$ cat src/rtl/div_seq_pkg.sv
// rtl/div_seq_pkg.sv - shared state codes and handshake encodings for the divide sequencer
package div_seq_pkg;

  typedef enum logic [1:0] {
    DivFree   = 2'b00,
    DivByZero = 2'b01,
    DivOn     = 2'b10,
    DivEnd    = 2'b11
  } div_state_e;

  localparam logic DivResultReady    = 1'b1;
  localparam logic DivResultNotReady = 1'b0;
  localparam logic DivStart          = 1'b1;
  localparam logic DivStop           = 1'b0;

  // Stall-request encoding consumed by ctrl.
  localparam logic Stop   = 1'b1;
  localparam logic NoStop = 1'b0;

endpackage

$ cat src/rtl/div_seq_step.sv
// rtl/div_seq_step.sv - one combinational restoring-divide step
module div_step #(
  parameter int DW = 32
) (
  input  logic [DW:0]   r_i,
  input  logic          dividend_bit_i,
  input  logic [DW-1:0] divisor_i,
  output logic [DW:0]   r_o,
  output logic          q_bit_o
);

  logic [DW:0] shifted;
  logic [DW:0] divisor_ext;

  // The held remainder is always below the divisor, so its top bit is zero.
  logic unused_r_msb;
  assign unused_r_msb = r_i[DW];

  always_comb begin
    shifted     = {r_i[DW-1:0], dividend_bit_i};
    divisor_ext = {1'b0, divisor_i};
    q_bit_o     = (shifted >= divisor_ext);
    r_o         = q_bit_o ? (shifted - divisor_ext) : shifted;
  end

endmodule

$ cat src/rtl/div_seq.sv
// rtl/div_seq.sv - multi-cycle DIV/DIVU sequencer returning {remainder, quotient}
module div_seq
  import div_seq_pkg::*;
#(
  parameter int DW   = 32,
  parameter int CNTW = 6
) (
  input  logic            clk,
  input  logic            rst,
  input  logic            start_i,
  input  logic            annul_i,
  input  logic            signed_div_i,
  input  logic [DW-1:0]   opdata1_i,
  input  logic [DW-1:0]   opdata2_i,
  output logic [2*DW-1:0] result_o,
  output logic            ready_o,
  output logic            stallreq_o
);

  div_state_e      state_q, state_d;
  logic [CNTW-1:0] cnt_q, cnt_d;
  logic [DW-1:0]   dividend_q, dividend_d;
  logic [DW-1:0]   divisor_q, divisor_d;
  logic [DW-1:0]   quot_q, quot_d;
  logic [DW:0]     rem_q, rem_d;
  logic            s1_q, s1_d;
  logic            s2_q, s2_d;
  logic [2*DW-1:0] result_q, result_d;
  logic            ready_q, ready_d;

  logic [DW:0]     step_rem;
  logic            step_q_bit;
  logic [DW-1:0]   quot_fin;
  logic [DW-1:0]   rem_fin;

  logic unused_rem_msb;
  assign unused_rem_msb = rem_q[DW];

  div_step #(
    .DW(DW)
  ) u_step (
    .r_i           (rem_q),
    .dividend_bit_i(dividend_q[DW-1]),
    .divisor_i     (divisor_q),
    .r_o           (step_rem),
    .q_bit_o       (step_q_bit)
  );

  // Magnitudes were divided; restore signs so the remainder follows the dividend.
  assign quot_fin = (s1_q ^ s2_q) ? -quot_q : quot_q;
  assign rem_fin  = s1_q ? -rem_q[DW-1:0] : rem_q[DW-1:0];

  always_comb begin
    state_d    = state_q;
    cnt_d      = cnt_q;
    dividend_d = dividend_q;
    divisor_d  = divisor_q;
    quot_d     = quot_q;
    rem_d      = rem_q;
    s1_d       = s1_q;
    s2_d       = s2_q;
    result_d   = result_q;
    ready_d    = ready_q;

    unique case (state_q)
      DivFree: begin
        ready_d  = DivResultNotReady;
        result_d = '0;
        if (start_i == DivStart && !annul_i) begin
          if (opdata2_i == '0) begin
            state_d = DivByZero;
          end else begin
            s1_d       = signed_div_i & opdata1_i[DW-1];
            s2_d       = signed_div_i & opdata2_i[DW-1];
            dividend_d = s1_d ? -opdata1_i : opdata1_i;
            divisor_d  = s2_d ? -opdata2_i : opdata2_i;
            quot_d     = '0;
            rem_d      = '0;
            cnt_d      = '0;
            state_d    = DivOn;
          end
        end
      end

      DivByZero: begin
        result_d = '0;
        ready_d  = DivResultReady;
        state_d  = DivEnd;
      end

      DivOn: begin
        if (annul_i) begin
          state_d  = DivFree;
          ready_d  = DivResultNotReady;
          result_d = '0;
          cnt_d    = '0;
        end else if (cnt_q < CNTW'(DW)) begin
          rem_d      = step_rem;
          quot_d     = {quot_q[DW-2:0], step_q_bit};
          dividend_d = {dividend_q[DW-2:0], 1'b0};
          cnt_d      = cnt_q + CNTW'(1);
        end else begin
          result_d = {rem_fin, quot_fin};
          ready_d  = DivResultReady;
          state_d  = DivEnd;
        end
      end

      DivEnd: begin
        if (start_i == DivStop || annul_i) begin
          state_d  = DivFree;
          ready_d  = DivResultNotReady;
          result_d = '0;
          cnt_d    = '0;
        end
      end

      default: begin
        state_d  = DivFree;
        ready_d  = DivResultNotReady;
        result_d = '0;
      end
    endcase
  end

  always_ff @(posedge clk) begin
    if (rst) begin
      state_q    <= DivFree;
      cnt_q      <= '0;
      dividend_q <= '0;
      divisor_q  <= '0;
      quot_q     <= '0;
      rem_q      <= '0;
      s1_q       <= 1'b0;
      s2_q       <= 1'b0;
      result_q   <= '0;
      ready_q    <= DivResultNotReady;
    end else begin
      state_q    <= state_d;
      cnt_q      <= cnt_d;
      dividend_q <= dividend_d;
      divisor_q  <= divisor_d;
      quot_q     <= quot_d;
      rem_q      <= rem_d;
      s1_q       <= s1_d;
      s2_q       <= s2_d;
      result_q   <= result_d;
      ready_q    <= ready_d;
    end
  end

  assign result_o   = result_q;
  assign ready_o    = ready_q;
  assign stallreq_o = (start_i == DivStart && !annul_i && ready_q == DivResultNotReady) ? Stop : NoStop;

endmodule

$ cat config.mk
export PLATFORM = sky130hd
export DESIGN_NAME = div_seq
export DESIGN_NICKNAME = d
export VERILOG_FILES = /design/src/rtl/div_seq_pkg.sv /design/src/rtl/div_seq_step.sv /design/src/rtl/div_seq.sv
export SDC_FILE = /design/constraint.sdc
export NUM_CORES = 1
export LEC_CHECK = 0
export ABC_CLOCK_PERIOD_IN_PS = 4580
export BUFFER_PORTS_ARGS = -buffer_cell sky130_fd_sc_hd__buf_2
export CAP_MARGIN = 10
export CORE_MARGIN = 2
export CORE_UTILIZATION = 55
export CTS_BUF_LIST = sky130_fd_sc_hd__clkbuf_2 sky130_fd_sc_hd__clkbuf_4 sky130_fd_sc_hd__clkbuf_8
export CTS_CLUSTER_DIAMETER = 50
export CTS_CLUSTER_SIZE = 28
export DETAILED_ROUTE_END_ITERATION = 16
export HOLD_SLACK_MARGIN = 0.12
export PLACE_DENSITY_LB_ADDON = 0.25
export SETUP_SLACK_MARGIN = 0.02
export SYNTH_ARGS = -nofsm -noshare
export SYNTH_HDL_FRONTEND = slang
export SYNTH_HIERARCHICAL = 1
export SYNTH_SLANG_ARGS = --single-unit
export TNS_END_PERCENT = 5
$ cat constraint.sdc
create_clock -name clk -period 4.58 [get_ports clk]
set_input_delay 1.145 -clock clk [delete_from_list [all_inputs] [get_ports clk]]
set_output_delay 1.145 -clock clk [all_outputs]
set_load 0.02 [all_outputs]
# Word-level counts from Yosys, hierarchy flattened
# Index checks and enable logic that the tools add are counted.
op_classes:
  add_sub_neg: 6
  order_cmp: 2
  n_eq_ne: 10
  n_mux: 41
  bitwise_logic: 6
  reduce_logical: 14
ops:
  columns: ["cell", "count"]
  rows:
  - ["$mux W32", 17]
  - ["$mux W64", 3]
  - ["$pmux W32 S2", 3]
  - ["$pmux W64 S3", 1]
  - ["$neg A32 Y32", 4]
  - ["$ge A33 B32 Y1", 1]
  - ["$logic_not A32 Y1", 1]
  - ["$sub A32 B32 Y32", 1]
  - ["$mux W6", 5]
  - ["$pmux W6 S3", 1]
  - ["$mux W2", 5]
  - ["$ne A2 B2 Y1 const B", 5]
  - ["$reduce_and A5 Y1", 2]
  - ["$pmux W2 S4", 1]
  - ["$add A6 B1 Y6 const B", 1]
  - ["$lt A6 B6 Y1 const B", 1]
  - ["$ne A3 B3 Y1 const B", 2]
  - ["$reduce_and A3 Y1", 2]
  - ["$eq A2 B2 Y1 const B", 2]
  - ["$mux W1", 4]
  - ["$pmux W1 S4", 1]
  - ["$not A1 Y1", 3]
  - ["$reduce_bool A3 Y1", 1]
  - ["$and A1 B1 Y1", 2]
  - ["9 further kinds", 10]
totals:
  register_bits: 203

# Longest topological paths before layout
# Gate-level depths: netlist of run 1.
depth:
  depth_word: 5
  depth_mapped: 14
  mapped_depth_nobuf: 14

# By module
# The synthesis of run 1 kept the hierarchy.
by_module_without_submodules:
  columns: ["module", "n_inst", "cells_per_inst", "area_each_um2"]
  rows:
  - ["div_seq", 1, 1319, 10307.4]
  - ["div_step", 1, 365, 2412.3]

# Worst setup path after synthesis of run 1
# OpenSTA, ideal clock, no wires.
synth_timing:
  path_type: "input-to-reg"
  start: "input port opdata2_i[25]"
  end: "register quot_q[25]"
  setup_ps: 132
  arrival_time_ps: 3205
  slack_ps: 1243
  stages: 8
  path_buffers: 2
  path_cell_list: "or4_4 -> or4_4 -> o41ai_4 -> nor2_1 -> buf_2 -> buf_1 -> nand3_1 -> a21oi_1"
synth_between:
  elab_chain_cells: 3
synth_lines:
  columns: ["element", "line_no", "rtl"]
  rows:
  - ["from (decl)", "div_seq.sv:14", "input logic [DW-1:0] opdata2_i,"]
  - ["$logic_not A32 Y1", "div_seq.sv:70", "if (opdata2_i == '0) begin"]
  - ["$ne A2 B2 Y1 (no source line)", null, null]
  - ["$reduce_and A5 Y1 (no source line)", null, null]
  - ["to (signal assigned)", "div_seq.sv:143", "quot_q <= quot_d;"]
  - ["to (decl)", "div_seq.sv:24", "logic [DW-1:0] quot_q, quot_d;"]
# Every way passes these cells.
# A chain may end at the register's enable or synchronous reset.

# Worst setup path after layout of run 1
layout_timing:
  start: "input port opdata2_i[25]"
  end: "register rem_q[15]"
layout_between:
  elab_chain_cells: 3
layout_lines:
  columns: ["element", "line_no", "rtl"]
  rows:
  - ["$logic_not A32 Y1", "div_seq.sv:70", null]
  - ["$ne A2 B2 Y1 (no source line)", null, null]
  - ["$reduce_and A5 Y1 (no source line)", null, null]
  - ["to (signal assigned)", "div_seq.sv:144", "rem_q <= rem_d;"]
  - ["to (decl)", "div_seq.sv:25", "logic [DW:0] rem_q, rem_d;"]
# Every way passes these cells.

==> impl_metrics.yaml, run 1 <==
floorplan:
  dieHeight_um: 156
  placementRows: 55
  io_pins: 135
  dieArea_um2: 24200
  die_w_um: 156
  initial_core_util_pct: 56.0
  core_um2: 22600
layout:
  nNetsFinal: 1848
  drive_above_1_share_pct: 14.0
  nFillCells: 2058
  areaGrowthSynthToFinish_pct: 10.3
  diodes: 0
  instances_no_fill: 2037
  final_util_pct: 61.8
placed_design:
  pre_cts_slack_ps: 469
  io_buffers: 134
  place_hpwl_um: 22900
  gp_congestion: 0.931
  dp.cells: 1997
routing:
  vias: 11900
  viasPerCell: 5.85
  route.detailed.drc: 0
  drtIter0Drc: 808
  drt-total-wl_um: 31500
  wl_per_cell_um: 15.5
  ant_nets: 0
  drt_pass1_iterations: 5
global_routing:
  grt_overflow_total: 0
  antenna_found_initial: 0
  grt_usage_pct: 25.4
  first_global_vias: 10500
  grt_pass1_wl_um: 52100
  grt_max_degree: 75
worst_setup_path:
  cp-start-kind: "input port"
  crit_type: "in -> reg"
  crit_arrival_ps: 4060
  critPathCaptureType: "register"
  cp_max_fo: 64
  required_ps: 5060
  worstReg2RegStart: "rem_q[3]"
  r2r_end: "rem_q[30]"
  reg2reg_depth: 12
  ff2ff_setup_slack_ps: 1250
timing:
  fin_setup_tns_ps: 0
  min_period_ps: 3580
  setup_violations: 0
  fmax_mhz: 279
  rsz0062_at_grt: "false"
  whs_ps: 451
  finClkSkew_ps: 37.4
  drv_slew: 0
  worst_slack_ps: 999
  finalHoldViolations: 0
  max-slew-margin-rel_pct: 47.7
  tightestPinTransition_ps: 784
  fin_crit_sh_pct: 78.2
pwr:
  combPwrFrac_pct: 40.9
  p_sw_mw: 2.53
  swShare_pct: 41.6
  power_frac_clock_pct: 25.3
  max-vdd-ir-drop_mv: 0.315
  p_int_mw: 3.55
  power_frac_seq_pct: 33.8
  power.density_nw_per_um2: 436
  leakagePower_nw: 5.54
clock_tree:
  h-tree-depth: 1
  cts_setup_buffers: 0
  clkSinkCount: 203
  cts-root-buf: "clkbuf_8"
  path_clk_slew_ps: 90
  clk_latency_ps: 580
  cts_resized: 0
  cts_tree: "built"
  cts_buffer_depth: 3
  ctsHoldBuffers: 0
  numCtsBuffers: 22
status:
  status: "finished, final reports clean"
job:
  drv_cap: 0
worst_hold_path:
  min_to: "result_o[50]"
  min_path_cells: 2
  hp-start: "result_o[50]"
  holdCritPathClass: "reg -> reg"
synthesis:
  synth_area_um2: 12600
  syn-num-nets: 1784
  syn_inst: 1672
  synth_warnings: 6
  syn_area_per_cell_um2: 7.56
==> power groups by stage <==
stage,clock (mW),sequential [mW],combinational [mW]
detailed placement,0,2.10,2.46
global route,1.63,2.08,2.75
CTS,1.56,2.05,2.47
floorplan,0,2.06,1.97
global placement,0,2.08,2.42
finish,1.54,2.06,2.49
==> how the worst max path moves through the flow <==
| stage | from | to | cells past startpoint |
|---|---|---|---|
| after floorplan | opdata2_i[25] | rem_q[10] | 8 |
| after global placement | opdata2_i[25] | quot_q[0] | 8 |
| after detailed placement | opdata2_i[25] | rem_q[15] | 8 |
| after CTS | opdata2_i[25] | rem_q[15] | 8 |
| after global routing | opdata2_i[25] | rem_q[27] | 8 |
| final | opdata2_i[25] | rem_q[15] | 8 |
==> flip-flops by register name, summed over array words and instances, names as in the netlist <==
| register | cells |
|---|---|
| result_o | 64 |
| dividend_q | 32 |
| divisor_q | 32 |
| quot_q | 32 |
| rem_q | 32 |
| cnt_q | 6 |
| state_q | 2 |
| ready_o | 1 |
| s1_q | 1 |
| s2_q | 1 |
==> cell usage in the layout, fill, tap and decap left out, types with 5 or more instances in the layout <==
master      n
ha_1       41
a21oi_2     7
a31oi_1    14
o31ai_1    15
a211oi_1   31
o21ai_0   103
or2_2       8
buf_2     133
mux2_4      5
dfxtp_1   203
nand4_1    11
o41ai_1    20
xnor2_1    68
nand2b_1   32
nand2_1   232
nand3_1    83
a21oi_1   185
xor2_1     79
inv_1      56
a21o_1     18
or3_1      13
nor3_1     24
nor4_1     19
o21a_1      5
o211ai_1   21
nor2_1    146
and2_1      8
or4_1      15
a22oi_1    15
clkbuf_8   22
buf_4      17
==> cell type report <==
| class | instances | area [um^2] | share of cell area [%] |
|---|---|---|---|
| Inverter | 56 | 210 | 1.51 |
| Clock inverter | 18 | 278 | 1.99 |
| Timing Repair Buffer | 153 | 853 | 6.12 |
| Multi-Input combinational cell | 1300 | 7880 | 56.5 |
| Tap cell | 285 | 357 | 2.56 |
| Sequential cell | 203 | 4060 | 29.2 |
| Clock buffer | 22 | 303 | 2.17 |
==> metal layers <==
metal / track usage, % / wire length (um)
met5: 0 / 0
met4: 5.42 / 501
met1: 38.4 / 15300
met3: 2.92 / 2110
met2: 38.8 / 13600
==> critical path, stage by stage <==
cell	delay [ps]
buf_2	130
or4_4	550
or4_4	450
o41ai_4	690
or2_2	470
buf_12	310
nand2_1	100
a21oi_1	150
==> metrics by stage <==
step	cell area, um^2	power [mW]
final	13900	6.08
after global routing	13900	6.46
after CTS	13900	6.09
after detailed placement	13400	4.56
after global placement	13400	4.51
after floorplan	12600	4.03
Power figures use the tool's default switching activity.
==> run 2, diff against run 1 <==
--- a/config.mk
+++ b/config.mk
@@ -5,7 +5,7 @@
 export SDC_FILE = /design/constraint.sdc
 export NUM_CORES = 1
 export LEC_CHECK = 0
-export ABC_CLOCK_PERIOD_IN_PS = 4580
+export ABC_CLOCK_PERIOD_IN_PS = 3680
 export BUFFER_PORTS_ARGS = -buffer_cell sky130_fd_sc_hd__buf_2
 export CAP_MARGIN = 10
 export CORE_MARGIN = 2
==> constraint.sdc (replaced) <==
create_clock -name clk -period 3.68 [get_ports clk]
set_input_delay 0.92 -clock clk [delete_from_list [all_inputs] [get_ports clk]]
set_output_delay 0.92 -clock clk [all_outputs]
set_load 0.02 [all_outputs]
==> impl_metrics.yaml, run 2 (synthesized netlist as in run 1, its figures left out) <==
worst_setup_path:
  path_depth: 13
  cp-start-kind: "register"
  cp-endpoint: "rem_q[30]"
  slowest_stage: "dfxtp_1"
  cp_top_family: "compound AO/OA/AOI/OAI gates"
  cp_max_fo: 7
  r2r_end: "rem_q[30]"
  worstReg2RegStart: "rem_q[0]"
  crit_type: "reg -> reg"
  crit_path_frequent_cell: "a21oi_1"
  critPathCaptureType: "register"
  startpoint: "rem_q[0]"
  ff2ff_setup_slack_ps: 350
  crit_chain: "inv_1 -> fa_1 -> and2b_1 -> o21bai_4 -> a21oi_1 -> o21ai_0 -> a21oi_1 -> o21ai_0 -> a21oi_1 -> mux2i_1 -> a311oi_2 -> nand3_1 -> a21oi_1"
  crit_arrival_ps: 3810
  path_buf_inv: 1
  required_ps: 4160
  critPathMaxStageDelay_ps: 530
  reg2reg_depth: 13
routing:
  route.detailed.drc: 0
  drt_pass1_iterations: 5
  drtIter0Drc: 884
  viasPerCell: 5.75
  vias: 11800
  wl_per_cell_um: 15.5
  drt-total-wl_um: 31900
  ant_nets: 0
timing:
  fmax_mhz: 300
  finalHoldViolations: 0
  min_period_ps: 3330
  fin_crit_sh_pct: 90.5
  drv_slew: 0
  setup_violations: 0
  max-slew-margin-rel_pct: 49.9
  fin_setup_tns_ps: 0
  finClkSkew_ps: 22.3
  tightestPinTransition_ps: 751
  rsz0062_at_grt: "false"
layout:
  diodes: 0
  areaGrowthSynthToFinish_pct: 11.2
  final_common_cell: "nand2_1"
  nNetsFinal: 1867
  largest_reg_flops: 64
  design_area_um2: 14100
  drive_above_1_share_pct: 14.9
  layout_common_cells: "232 x nand2_1, 203 x dfxtp_1, 185 x a21oi_1"
floorplan:
  dieArea_um2: 24200
  io_pins: 135
  die_w_um: 156
  core_um2: 22600
  placementRows: 55
  initial_core_util_pct: 56.0
  dieHeight_um: 156
clock_tree:
  h-tree-depth: 1
  path_clk_slew_ps: 100
  clkSinkCount: 203
  numCtsBuffers: 23
  cts-root-buf: "clkbuf_8"
  cts_tree: "built"
  clk_latency_ps: 550
  cts_buffer_depth: 3
pwr:
  leakagePower_nw: 5.61
  power.density_nw_per_um2: 532
  max-vdd-ir-drop_mv: 0.463
global_routing:
  grt_pass1_wl_um: 52300
  grt_usage_pct: 25.7
  grt_overflow_total: 0
  first_global_vias: 10500
  grt_max_degree: 68
  antenna_found_initial: 1
job:
  drv_cap: 0
placed_design:
  place_area_um2: 13500
  place_hpwl_um: 23000
  io_buffers: 134
  gp_congestion: 0.974
worst_hold_path:
  min_path_cells: 2
  holdCritPathClass: "reg -> reg"
status:
  status: "finished, final reports clean"
[run 2: layout make-up]
cell class,instances,area [um^2]
clock inverter,16,176
sequential,203,4060
tap,285,357
fill,2036,8520
clock buffer,25,344
timing repair buffer,171,1030
inverter,56,210
multi-input combinational,1300,7880
[run 2: report_power, final]
part	total [mW]	leakage, nW	internal, mW	switching (mW)
Clock	1.69	0.252	0.711	0.976
Combinational	3.23	3.71	1.16	2.06
Sequential	2.56	1.64	2.42	0.133
Total	7.47	5.61	4.30	3.17
[run 2: stage by stage]
stage               cells  setup slack, ps  utilization [%]  hold slack (ps)  power, mW
floorplan            1672              568                -              431       5.01
global placement     2015              240             60.0              429       5.75
detailed placement   2015              210             60.0              437       5.79
CTS                  2056              444             62.3              457       7.49
global route         2056              109             62.3              475       7.99
finish               2056              349             62.3              452       7.47
[run 2: tightest hold or removal path, cell delays in order, from the launching register on]
cell and delay, ps:
dfxtp_1 330, nand2_1 40, o21ai_0 50
[run 2: worst min-delay path by stage]
stage	start	endpoint
floorplan	dividend_q[11]	dividend_q[11]
global placement	result_o[46]	result_o[46]
detailed placement	result_o[8]	result_o[8]
CTS	dividend_q[20]	dividend_q[20]
global route	result_o[8]	result_o[8]
finish	result_o[8]	result_o[8]
[run 2: what timing repair did]
item                                    in CTS  in global routing
endpoints found under the setup margin       0                  1
resized for setup                            0                  1
hold buffers                                 0                  0
setup buffers                                0                  0
[run 2: per-layer routing]
layer | wire [um] | share of wire [%] | GRT usage (%)
met2 | 13500 | 42 | 38.8
met5 | 13 | 0.041 | 0
met3 | 2290 | 7.2 | 4.50
met1 | 15800 | 49 | 38.6
met4 | 307 | 0.96 | 5.07
==> run 3, diff against run 2 <==
--- a/config.mk
+++ b/config.mk
@@ -5,6 +5,7 @@
 export SDC_FILE = /design/constraint.sdc
 export NUM_CORES = 1
 export LEC_CHECK = 0
+export ABC_AREA = 1
 export ABC_CLOCK_PERIOD_IN_PS = 3680
 export BUFFER_PORTS_ARGS = -buffer_cell sky130_fd_sc_hd__buf_2
 export CAP_MARGIN = 10
==> impl_metrics.yaml, run 3 <==
status:
  status: "finished, final reports clean"
synthesis:
  syn_inst: 2593
  synth_area_um2: 14900
  syn_area_per_cell_um2: 5.76
  syn-num-nets: 2705
  synth_warnings: 6
routing:
  viasPerCell: 5.39
  route.detailed.drc: 0
  wl_per_cell_um: 14.5
  drtIter0Drc: 1690
  drt-total-wl_um: 44100
  top_layer: "met4"
  vias: 16400
  wl_met3_um: 3270
  wl_met2_um: 19500
  drt_pass1_iterations: 5
  ant_nets: 0
  met1Wirelength_um: 20000
clock_tree:
  cts-root-buf: "clkbuf_8"
  ctsHoldBuffers: 0
  cts_tree: "built"
  cts_buffer_depth: 3
  path_clk_slew_ps: 90
  clk_latency_ps: 590
  clkSinkCount: 203
  cts_setup_buffers: 0
  numCtsBuffers: 27
  h-tree-depth: 1
  cts_resized: 0
timing:
  tightestPinTransition_ps: 807
  fin_crit_sh_pct: 76.4
  fmax_mhz: 356
  drv_slew: 0
  finalHoldViolations: 0
  fin_setup_tns_ps: 0
  finClkSkew_ps: 34.6
  setup_violations: 0
  rsz0062_at_grt: "false"
  min_period_ps: 2810
  max-slew-margin-rel_pct: 46.1
  worst_slack_ps: 868
floorplan:
  io_pins: 135
  placementRows: 60
  dieHeight_um: 169
  die_w_um: 169
  core_um2: 26800
  initial_core_util_pct: 55.7
  dieArea_um2: 28500
layout:
  nFillCells: 2737
  layout_common_cells: "826 x nand2_1, 341 x inv_1, 321 x nor2_1"
  diodes: 0
  largest_reg_flops: 64
  areaGrowthSynthToFinish_pct: 10.1
  final_common_cell: "nand2_1"
  drive_above_1_share_pct: 9.71
  nNetsFinal: 2790
pwr:
  leakagePower_nw: 8.37
  max-vdd-ir-drop_mv: 0.549
  p_total_mw: 15.6
  power.density_nw_per_um2: 946
global_routing:
  antenna_found_initial: 0
  grt_usage_pct: 30.6
  grt_max_degree: 73
  first_global_vias: 14900
  grt_pass1_wl_um: 72400
  grt_overflow_total: 0
placed_design:
  io_buffers: 134
  gp_congestion: 0.951
  pre_cts_slack_ps: 660
  place_hpwl_um: 33900
worst_setup_path:
  cp_max_fo: 4
  crit_arrival_ps: 1890
  crit_type: "in -> out"
  critPathCaptureType: "output pin"
  cp-start-kind: "input port"
  required_ps: 2760
job:
  drv_cap: 0
worst_hold_path:
  holdCritPathClass: "reg -> reg"
[run 3: routing by layer]
layer  up-vias  GRT usage, %
li1       8362             -
met1      7323          42.4
met4         0          10.6
met3       107          3.93
met2       592          49.2
met5         -             0
[run 3: worst paths after layout]
kind,from,endpoint,slack (ps),cells after the start
max reg2reg,rem_q[26],rem_q[24],930,13
min,result_o[28],result_o[28],460,2
max,annul_i,stallreq_o,870,5
min reg2reg,result_o[28],result_o[28],460,2
[run 3: where the power goes]
part	total [mW]	internal (mW)	switching, mW
clock	2.06	1.05	1.01
combinational	10.1	3.22	6.90
sequential	3.38	2.77	0.607
total	15.6	7.04	8.51
[run 3: layout make-up]
type                    count  area, um^2  share of cell area, %
repair buffers            155         891                   5.42
clock inverters            20         279                   1.70
flip-flops and latches    203        4060                   24.7
well taps                 341         427                   2.60
clock buffers              29         387                   2.35
multi-input cells        1940        9070                   55.2
inverters                 351        1320                   8.02
[run 3: critical path: stages]
cell and delay (ps):
buf_2 120, nor2_1 360, inv_1 200, nor2_1 130, buf_2 170
[run 3: through the flow]
stage	area (um^2)	instances	hold WS (ps)	util, %
after CTS	16400	3039	465	61.3
after floorplan	14900	2593	444	-
after global routing	16400	3039	480	61.3
final	16400	3039	464	61.3
after global placement	15800	2990	450	58.9
after detailed placement	15800	2990	452	58.9
